## src/rtl/constants_pkg.sv

```systemverilog
// Constants shared between the operand streamer and the matrix core:
// the default stream width and the load_state phase codes.
package constants_pkg;

  localparam int DATA_WIDTH = 8;

  localparam logic [2:0] MATRIX_CORE_IDLE    = 3'd0;
  localparam logic [2:0] MATRIX_CORE_LOAD_W  = 3'd1;
  localparam logic [2:0] MATRIX_CORE_LOAD_X  = 3'd2;
  localparam logic [2:0] MATRIX_CORE_COMPUTE = 3'd3;

endpackage

```

## src/rtl/stream_skid_buffer.sv

```systemverilog
// Two-entry valid/ready skid buffer: registered out_vld/out_data and in_rdy,
// full throughput, contents cleared by reset.
module stream_skid_buffer #(
  parameter int WIDTH = 8
) (
  input  logic             clk,
  input  logic             rst,
  input  logic             in_vld,
  output logic             in_rdy,
  input  logic [WIDTH-1:0] in_data,
  output logic             out_vld,
  input  logic             out_rdy,
  output logic [WIDTH-1:0] out_data
);

  logic             main_vld_reg;
  logic [WIDTH-1:0] main_data_reg;
  logic             skid_vld_reg;
  logic [WIDTH-1:0] skid_data_reg;
  logic             in_fire;

  assign in_rdy   = !skid_vld_reg;
  assign out_vld  = main_vld_reg;
  assign out_data = main_data_reg;
  assign in_fire  = in_vld && in_rdy;

  always_ff @(posedge clk or posedge rst) begin
    if (rst) begin
      main_vld_reg  <= 1'b0;
      main_data_reg <= '0;
      skid_vld_reg  <= 1'b0;
      skid_data_reg <= '0;
    end else if (out_rdy || !main_vld_reg) begin
      // Output slot is free this cycle: refill from skid first, else from input.
      if (skid_vld_reg) begin
        main_data_reg <= skid_data_reg;
        main_vld_reg  <= 1'b1;
        skid_vld_reg  <= 1'b0;
      end else begin
        main_data_reg <= in_data;
        main_vld_reg  <= in_fire;
      end
    end else if (in_fire) begin
      skid_data_reg <= in_data;
      skid_vld_reg  <= 1'b1;
    end
  end

endmodule

```

## src/rtl/operand_streamer.sv

```systemverilog
// Sequences weight then activation beats to the matrix core and waits for
// COMPUTE to finish. OPERAND_STREAMER_SKID_EN adds a registered skid buffer.
module operand_streamer
  import constants_pkg::*;
#(
  parameter int DATA_WIDTH = constants_pkg::DATA_WIDTH,
  parameter int LEN_WIDTH  = 8
) (
  input  logic                  clk,
  input  logic                  rst,
  input  logic                  cmd_vld,
  output logic                  cmd_rdy,
  input  logic [LEN_WIDTH-1:0]  cmd_w_len,
  input  logic [LEN_WIDTH-1:0]  cmd_x_len,
  input  logic                  in_vld,
  output logic                  in_rdy,
  input  logic [DATA_WIDTH-1:0] in_data,
  output logic                  src_vld,
  input  logic                  src_rdy,
  output logic [DATA_WIDTH-1:0] src_data,
  output logic [2:0]            load_state,
  input  logic                  compute_done,
  output logic                  busy,
  output logic                  done
);

  logic [2:0]           state_reg, state_next;
  logic [LEN_WIDTH-1:0] w_len_reg, x_len_reg;
  logic [LEN_WIDTH-1:0] cnt_reg, cnt_next;
  logic [LEN_WIDTH-1:0] cur_len;
  logic                 in_load, cmd_fire, out_fire, out_last;

  assign in_load  = (state_reg == MATRIX_CORE_LOAD_W) || (state_reg == MATRIX_CORE_LOAD_X);
  assign cur_len  = (state_reg == MATRIX_CORE_LOAD_W) ? w_len_reg : x_len_reg;
  assign cmd_fire = cmd_vld && cmd_rdy;
  assign out_fire = src_vld && src_rdy;
  assign out_last = (cnt_reg == cur_len - LEN_WIDTH'(1));

  assign cmd_rdy    = (state_reg == MATRIX_CORE_IDLE);
  assign busy       = (state_reg != MATRIX_CORE_IDLE);
  assign done       = (state_reg == MATRIX_CORE_COMPUTE) && compute_done;
  assign load_state = state_reg;

  always_comb begin
    state_next = state_reg;
    cnt_next   = cnt_reg;
    case (state_reg)
      MATRIX_CORE_IDLE: begin
        cnt_next = '0;
        if (cmd_fire) begin
          if (cmd_w_len != '0)      state_next = MATRIX_CORE_LOAD_W;
          else if (cmd_x_len != '0) state_next = MATRIX_CORE_LOAD_X;
          else                      state_next = MATRIX_CORE_COMPUTE;
        end
      end
      MATRIX_CORE_LOAD_W: begin
        if (out_fire) begin
          if (out_last) begin
            cnt_next   = '0;
            state_next = (x_len_reg != '0) ? MATRIX_CORE_LOAD_X : MATRIX_CORE_COMPUTE;
          end else begin
            cnt_next = cnt_reg + LEN_WIDTH'(1);
          end
        end
      end
      MATRIX_CORE_LOAD_X: begin
        if (out_fire) begin
          if (out_last) begin
            cnt_next   = '0;
            state_next = MATRIX_CORE_COMPUTE;
          end else begin
            cnt_next = cnt_reg + LEN_WIDTH'(1);
          end
        end
      end
      MATRIX_CORE_COMPUTE: begin
        if (compute_done) state_next = MATRIX_CORE_IDLE;
      end
      default: state_next = MATRIX_CORE_IDLE;
    endcase
  end

  always_ff @(posedge clk or posedge rst) begin
    if (rst) begin
      state_reg <= MATRIX_CORE_IDLE;
      cnt_reg   <= '0;
      w_len_reg <= '0;
      x_len_reg <= '0;
    end else begin
      state_reg <= state_next;
      cnt_reg   <= cnt_next;
      if (cmd_fire) begin
        w_len_reg <= cmd_w_len;
        x_len_reg <= cmd_x_len;
      end
    end
  end

`ifdef OPERAND_STREAMER_SKID_EN
  // Accept side runs its own phase/count so the buffer never takes a beat past len.
  logic [2:0]           acc_state_reg;
  logic [LEN_WIDTH-1:0] acc_cnt_reg;
  logic [LEN_WIDTH-1:0] acc_len;
  logic                 acc_active, acc_last, in_fire, buf_in_vld, buf_in_rdy;

  assign acc_active = (acc_state_reg == MATRIX_CORE_LOAD_W) || (acc_state_reg == MATRIX_CORE_LOAD_X);
  assign acc_len    = (acc_state_reg == MATRIX_CORE_LOAD_W) ? w_len_reg : x_len_reg;
  assign acc_last   = (acc_cnt_reg == acc_len - LEN_WIDTH'(1));
  assign buf_in_vld = in_vld && acc_active;
  assign in_rdy     = buf_in_rdy && acc_active;
  assign in_fire    = in_vld && in_rdy;

  always_ff @(posedge clk or posedge rst) begin
    if (rst) begin
      acc_state_reg <= MATRIX_CORE_IDLE;
      acc_cnt_reg   <= '0;
    end else if (cmd_fire) begin
      acc_cnt_reg <= '0;
      if (cmd_w_len != '0)      acc_state_reg <= MATRIX_CORE_LOAD_W;
      else if (cmd_x_len != '0) acc_state_reg <= MATRIX_CORE_LOAD_X;
      else                      acc_state_reg <= MATRIX_CORE_IDLE;
    end else if (in_fire) begin
      if (acc_last) begin
        acc_cnt_reg   <= '0;
        acc_state_reg <= (acc_state_reg == MATRIX_CORE_LOAD_W && x_len_reg != '0)
                         ? MATRIX_CORE_LOAD_X : MATRIX_CORE_IDLE;
      end else begin
        acc_cnt_reg <= acc_cnt_reg + LEN_WIDTH'(1);
      end
    end
  end

  stream_skid_buffer #(
    .WIDTH (DATA_WIDTH)
  ) u_skid (
    .clk      (clk),
    .rst      (rst),
    .in_vld   (buf_in_vld),
    .in_rdy   (buf_in_rdy),
    .in_data  (in_data),
    .out_vld  (src_vld),
    .out_rdy  (src_rdy),
    .out_data (src_data)
  );
`else
  assign src_vld  = in_load && in_vld;
  assign in_rdy   = in_load && src_rdy;
  assign src_data = in_data;
`endif

endmodule

```

## config.mk

```make
export PLATFORM = sky130hd
export DESIGN_NAME = operand_streamer
export DESIGN_NICKNAME = d
export VERILOG_FILES = /design/src/rtl/constants_pkg.sv /design/src/rtl/stream_skid_buffer.sv /design/src/rtl/operand_streamer.sv
export SDC_FILE = /design/constraint.sdc
export NUM_CORES = 1
export LEC_CHECK = 0
export BUFFER_PORTS_ARGS = -buffer_cell sky130_fd_sc_hd__buf_2
export CAP_MARGIN = 25
export CORE_MARGIN = 3
export CORE_UTILIZATION = 45
export DETAILED_ROUTE_END_ITERATION = 6
export PLACE_DENSITY = 0.7
export RECOVER_POWER = 50
export SLEW_MARGIN = 25
export SYNTH_ARGS = -nofsm -noshare
export SYNTH_HDL_FRONTEND = slang
export SYNTH_HIERARCHICAL = 1
export SYNTH_SLANG_ARGS = --single-unit
```

## constraint.sdc

```tcl
create_clock -name clk -period 3.4 [get_ports clk]
set_clock_uncertainty 0.1 [all_clocks]
set_input_delay 0 -clock clk [delete_from_list [all_inputs] [get_ports clk]]
set_output_delay 0 -clock clk [all_outputs]
set_load 0.005 [all_outputs]
```

[Word-level counts from Yosys, hierarchy flattened]
Index checks and enable logic that the tools add are counted.
Operators by class
  add/sub/neg operators: 2
  multipliers: 0
  div/mod/pow operators: 0
  magnitude comparators: 0
  equality and inequality tests: 11
  shift operators: 0
  muxes and demuxes: 14
  bitwise logic cells: 0
  reductions and logical operators: 15
Operators with widths (count)
  8-bit two-way mux: 3
  8-bit nonzero test: 3
  3-bit two-way mux: 6
  8-bit one-hot mux with 2 select lines: 1
  3-bit one-hot mux with 4 select lines: 1
  2-bit != test (second input constant): 5
  8-bit by 1-bit adder with 8-bit output (second input constant): 1
  8-bit == test: 1
  8-bit by 1-bit subtractor with 8-bit output (second input constant): 1
  3-bit by 2-bit == test with 1-bit output (second input constant): 2
  6-bit AND reduction: 1
  1-bit logical AND: 5
  2-bit by 1-bit != test with 1-bit output (second input constant): 2
  3-bit by 1-bit == test with 1-bit output (second input constant): 1
  3-bit zero test: 1
  3-bit nonzero test: 1
  1-bit two-way mux: 2
  2-bit two-way mux: 1
  2-bit AND reduction: 1
  2-bit nonzero test: 1
  2-bit OR reduction: 1
  1-bit logical OR: 1
Word-level totals
  bits in registers: 27
  bits in latches: 0
  bits in writable memories: 0
  ROM bits: 0
  bits of input ports: 30
  output and inout port bits: 16
  logic and storage cells: 46
  memories: 0

[Logic depth before layout (Yosys ltp)]
  word-level depth: 7
  mapped depth: 12
  mapped depth without buffers: 10

[Least setup slack after synthesis]
Ideal clock, no wire load.
  path kind: reg-to-reg
  start point: register state_reg[1], in the netlist load_state[1]
  end point: register state_reg[0], in the netlist load_state[0]
  library setup time: 128 ps
  data arrival time: 2859 ps
  slack: 313 ps
  stages on the path, launching flop included: 13
  buffers on the path: 2
  period minus slack after synthesis: 3087 ps
  path through: dfrtp_1 -> inv_1 -> ha_1 -> buf_6 -> buf_8 -> mux2i_1 -> ha_1 -> nor4b_1 -> nor2_1 -> xnor2_1 -> or4_4 -> o21ai_2 -> mux2_1
On the way
  word-level cells in the longest chain between the ends: 6
  elaborated cells on any way between the ends: 19
  classes of those cells: add/sub: 1; eq/ne: 10; mux: 2; reduce/logical: 6
Ends and longest elaborated chain
  start, declared: RTL line operand_streamer.sv:27  | logic [2:0] state_reg, state_next;
  start signal, assigned: RTL line operand_streamer.sv:90  | state_reg <= state_next;
  3-bit by 1-bit == test with 1-bit output / 3-bit by 2-bit == test with 1-bit output (equally long branches): RTL line operand_streamer.sv:33, operand_streamer.sv:34, operand_streamer.sv:47
  8-bit two-way mux / 1-bit logical OR (equally long branches): RTL line operand_streamer.sv:34, operand_streamer.sv:33
  8-bit by 1-bit subtractor with 8-bit output / 1-bit logical AND (equally long branches): RTL line operand_streamer.sv:37, operand_streamer.sv:146
  8-bit == test / 1-bit logical AND (equally long branches): RTL line operand_streamer.sv:37, operand_streamer.sv:36
  2-bit != test (no line)
  6-bit AND reduction (no line)
Several ways; a longest one is shown, not always the timed one.
A chain may end at the register's enable or synchronous reset.

[Worst setup path after layout]
  start point: register state_reg[0], in the netlist load_state[0]
  end point: register state_reg[0], in the netlist load_state[0]
The elaborated chain is that of the path after synthesis.

==> impl_summary.log <==
[metrics] share of synthesized cell area in and, or, nand and nor gates: 17.7%
[metrics] synthesis-to-finish area growth: 25.7%
[metrics] number of antenna violations at the first check in global routing: 0
[metrics] Post-DP HPWL: 2810 um
[metrics] clock latency of the later-clocked register in the worst-skew pair: 0.27 ns
[metrics] most frequent standard cell in the layout excluding fill and tap cells: sky130_fd_sc_hd__buf_2
[metrics] area share of xor/xnor cells in the synthesized design: 7.53%
[metrics] power per cell area: 808 mW/mm^2
[metrics] portion of the clock cycle consumed by the worst path in the final layout: 95.5%
[metrics] Sequential Power Share: 32.0%
[metrics] switching portion of total power: 39.8%
[metrics] overall die area: 0.00466 mm^2
[metrics] number of slew-limit violations in the final report: 0
[metrics] number of flops mapped to enable cells by yosys: 0
[metrics] Post-Route Hold Slack: 0.150 ns
[metrics] Worst Setup End Kind: flop
[metrics] Die Y: 68.3 um
[metrics] leakage power figure: 0.919 nW
[metrics] total detailed-routing wirelength: 3870 um
[metrics] Max Cap Violations: 0
[metrics] Std-Cell Core Area: 0.00369 mm^2
[metrics] fraction of final layout cells sized beyond drive strength 1: 27.6%
[metrics] Switching Power: 0.706 mW
[metrics] average routed wire per standard cell: 14.6 um
[metrics] worst vdd ir: 0.000392 V
[metrics] slowest stage cell on the critical path: sky130_fd_sc_hd__or4_4
[metrics] commonest cells after routing, fill and taps aside: sky130_fd_sc_hd__buf_2, sky130_fd_sc_hd__dfrtp_1, sky130_fd_sc_hd__dlygate4sd3_1
[metrics] Worst setup SP type: flop
[metrics] number of clock buffers inserted by TritonCTS: 3
[metrics] gpl congestion: 0.837
[metrics] Placed Instances: 236
[metrics] overall via count from detail_route: 1423
[metrics] Final setup viols: 0
[metrics] Buf+Inv Stages, Crit Path: 0
[metrics] deepest level of the CTS H-tree: 1
[metrics] number of detailed-route iterations in the first pass: 4
[metrics] starting density of the core: 47.3%
[metrics] Antenna Diode Count: 0
[metrics] number of warnings printed during yosys synthesis: 6
[metrics] Vias/cell: 5.37
[metrics] count of nets left with antenna violations after detail routing: 0
[metrics] post-layout net count: 255
[metrics] total congestion overflow: 0
[metrics] CP max stage delay: 0.59 ns
[metrics] Top Family by Delay on Critical Path: simple AND/OR/NAND/NOR gates
[metrics] number of post-CTS setup repair buffers: 0
[metrics] crit path max fanout: 6
[metrics] residual DRC count: 0
[metrics] final hold violation count: 0
[metrics] Critical Path, Cell by Cell: ha_2, mux2i_1, ha_1, nor4bb_1, nor2_1, xnor2_1, or4_4, o21ai_2, mux2_1
[metrics] adder and majority cell fraction of the synthesized area: 5.02%
[metrics] outcome: finished, final reports clean
[metrics] number of synthesized register bits: 26
[metrics] total global-route track usage: 17.6%
[metrics] portion of the post-synthesis area used by sequential elements: 37.3%
[metrics] first-pass GRT wire length: 6190 um
[metrics] RSZ-0062 raised after global routing: no
[metrics] worst setup path category: flop to flop
[metrics] count of non-filler cells in the finished layout: 265
[metrics] synthesized area divided by synthesized cell count: 10.3 um^2
[metrics] number of I/O port buffers: 28
[metrics] Comb pwr share: 53.5%
[metrics] maximum root-to-sink buffer count: 2
[metrics] worst slew margin relative to its limit: 36.1%
[metrics] Top FF cell, synth: sky130_fd_sc_hd__dfrtp_1
[metrics] net count of the mapped netlist: 207
[metrics] Final min period: 3.25 ns
[metrics] cell internal power dissipation: 1.07 mW
[metrics] clock transition at the registers of the reported paths: 0.09 ns
[metrics] Tightest Pin Transition: 0.957 ns
[metrics] library cells used by synthesis: 39
[metrics] Post-synth ARST share: 100%
[metrics] number of DRC violations after detailed-routing iteration 0: 59
[metrics] dominant combinational cell family by area after synthesis: simple AND/OR/NAND/NOR gates
[metrics] synthesized-area fraction occupied by ao, oa, aoi and oai cells: 9.18%
[metrics] # rows: 22
[metrics] setup_tns: 0 ns
[metrics] post-synthesis instance total: 170
[metrics] clock root buffer master: sky130_fd_sc_hd__clkbuf_8
[metrics] die width: 68.3 um
[metrics] portion of total power attributed to the clock network: 14.5%
[metrics] class of the tightest hold or removal check: input port to flop
[metrics] Sink Count: 26
[metrics] TritonCTS clock tree: built
[metrics] arrival time at the worst endpoint: 3.31 ns
[metrics] Worst Path Required: 3.46 ns
[metrics] portion of netlist area occupied by mux cells: 16.2%
[metrics] via count of the first global-routing pass: 1349
[metrics] largest net degree at the start of global routing: 27
[metrics] mapped cell area: 0.00175 mm^2
[metrics] Max Clock Freq: 0.308 GHz
[metrics] I/O pin count: 46
-- what timing repair did --
item | CTS | global route
setup endpoints to repair | 0 | 10
endpoints found under the hold margin | 50 | 0
hold buffers | 25 | 0
resized for setup | 0 | 2
-- logic make-up after synthesis --
kind of cell	Yosys count
and+or+nand+nor	55
xor gates and xnor gates	15
DFF	26
muxes	26
buffers and inverters	18
AOI/OAI and AO/OA	22
other	1
adders and majority gates	7
-- layer usage --
metal	up-vias	track usage, %	routed length (um)
li1	691	-	-
met1	684	23.4	1730
met2	43	29.6	1920
met3	5	2.46	183
met4	0	5.21	41
met5	-	0	0
-- final timing paths --
check	slack, ns	cells past startpoint	end	from
max reg2reg	0.15	9	load_state[0]$_DFFE_PP0P_	load_state[0]$_DFFE_PP0P_
max in group asynchronous	2.24	3	cnt_reg[6]$_DFFE_PP0P_	rst
min	0.15	5	cnt_reg[6]$_DFFE_PP0P_	in_vld
min reg2reg	0.42	1	w_len_reg[6]$_DFFE_PP0P_	w_len_reg[6]$_DFFE_PP0P_
min in group asynchronous	0.38	3	w_len_reg[1]$_DFFE_PP0P_	rst
max	0.15	9	load_state[0]$_DFFE_PP0P_	load_state[0]$_DFFE_PP0P_
-- through the flow --
step                setup slack [ns]  total power [mW]  utilization (%)  instance area, um^2
finish                         0.153              1.77             59.5                 2190
global route                  0.0214              1.91             59.5                 2190
CTS                           0.0752              1.77             59.2                 2180
detailed placement             0.140              1.48             50.5                 1860
global placement               0.282              1.43             50.5                 1860
floorplan                      0.313              1.28                -                 1750
-- worst min-delay path, stage by stage --
cell and delay, ns:
sky130_fd_sc_hd__buf_2 0.11, sky130_fd_sc_hd__nand2_1 0.15, sky130_fd_sc_hd__nor3_1 0.07, sky130_fd_sc_hd__o21ai_0 0.07
sky130_fd_sc_hd__o211ai_1 0.08
-- power by group through the flow --
stage                     Clock [mW]  Sequential (mW)  Combinational [mW]
after CTS                      0.258            0.561               0.948
after detailed placement           0            0.567               0.916
after floorplan                    0            0.529               0.752
after global routing           0.272            0.582                1.06
final                          0.257            0.568               0.948
after global placement             0            0.554               0.878
-- synthesized netlist by cell type (2+ instances only) --
| master | count | area share [%] |
|---|---|---|
| sky130_fd_sc_hd__mux2_2 | 16 | 10 |
| sky130_fd_sc_hd__nor2_1 | 8 | 1.7 |
| sky130_fd_sc_hd__inv_1 | 6 | 1.3 |
| sky130_fd_sc_hd__nand2_1 | 16 | 3.4 |
| sky130_fd_sc_hd__mux2i_1 | 8 | 4.6 |
| sky130_fd_sc_hd__nor4_1 | 5 | 1.8 |
| sky130_fd_sc_hd__xor2_1 | 2 | 1.0 |
| sky130_fd_sc_hd__and2_1 | 3 | 1.1 |
| sky130_fd_sc_hd__buf_4 | 9 | 3.9 |
| sky130_fd_sc_hd__o22ai_1 | 2 | 0.72 |
| sky130_fd_sc_hd__nand3_1 | 3 | 0.86 |
| sky130_fd_sc_hd__o21ai_0 | 8 | 2.3 |
| sky130_fd_sc_hd__or4_4 | 2 | 1.3 |
| sky130_fd_sc_hd__xnor2_1 | 13 | 6.5 |
| sky130_fd_sc_hd__dfrtp_1 | 26 | 37 |
| sky130_fd_sc_hd__nor3b_1 | 2 | 0.86 |
| sky130_fd_sc_hd__a31oi_1 | 2 | 0.72 |
| sky130_fd_sc_hd__nor4b_1 | 3 | 1.5 |
| sky130_fd_sc_hd__and3_1 | 3 | 1.1 |
| sky130_fd_sc_hd__nor3_1 | 4 | 1.1 |
| sky130_fd_sc_hd__o211ai_1 | 4 | 1.7 |
| sky130_fd_sc_hd__ha_1 | 7 | 5.0 |
| sky130_fd_sc_hd__mux2_1 | 2 | 1.3 |
-- final cells by class --
type / count / area (um^2)
fillers: 308 / 1500
flip-flops and latches: 26 / 651
clock inverters: 1 / 30.0
repair buffers: 55 / 405
well taps: 48 / 60.1
clock buffers: 3 / 41.3
multi-input cells: 126 / 983
inverters: 6 / 22.5
Note: power is estimated with default switching activity, not from simulation.
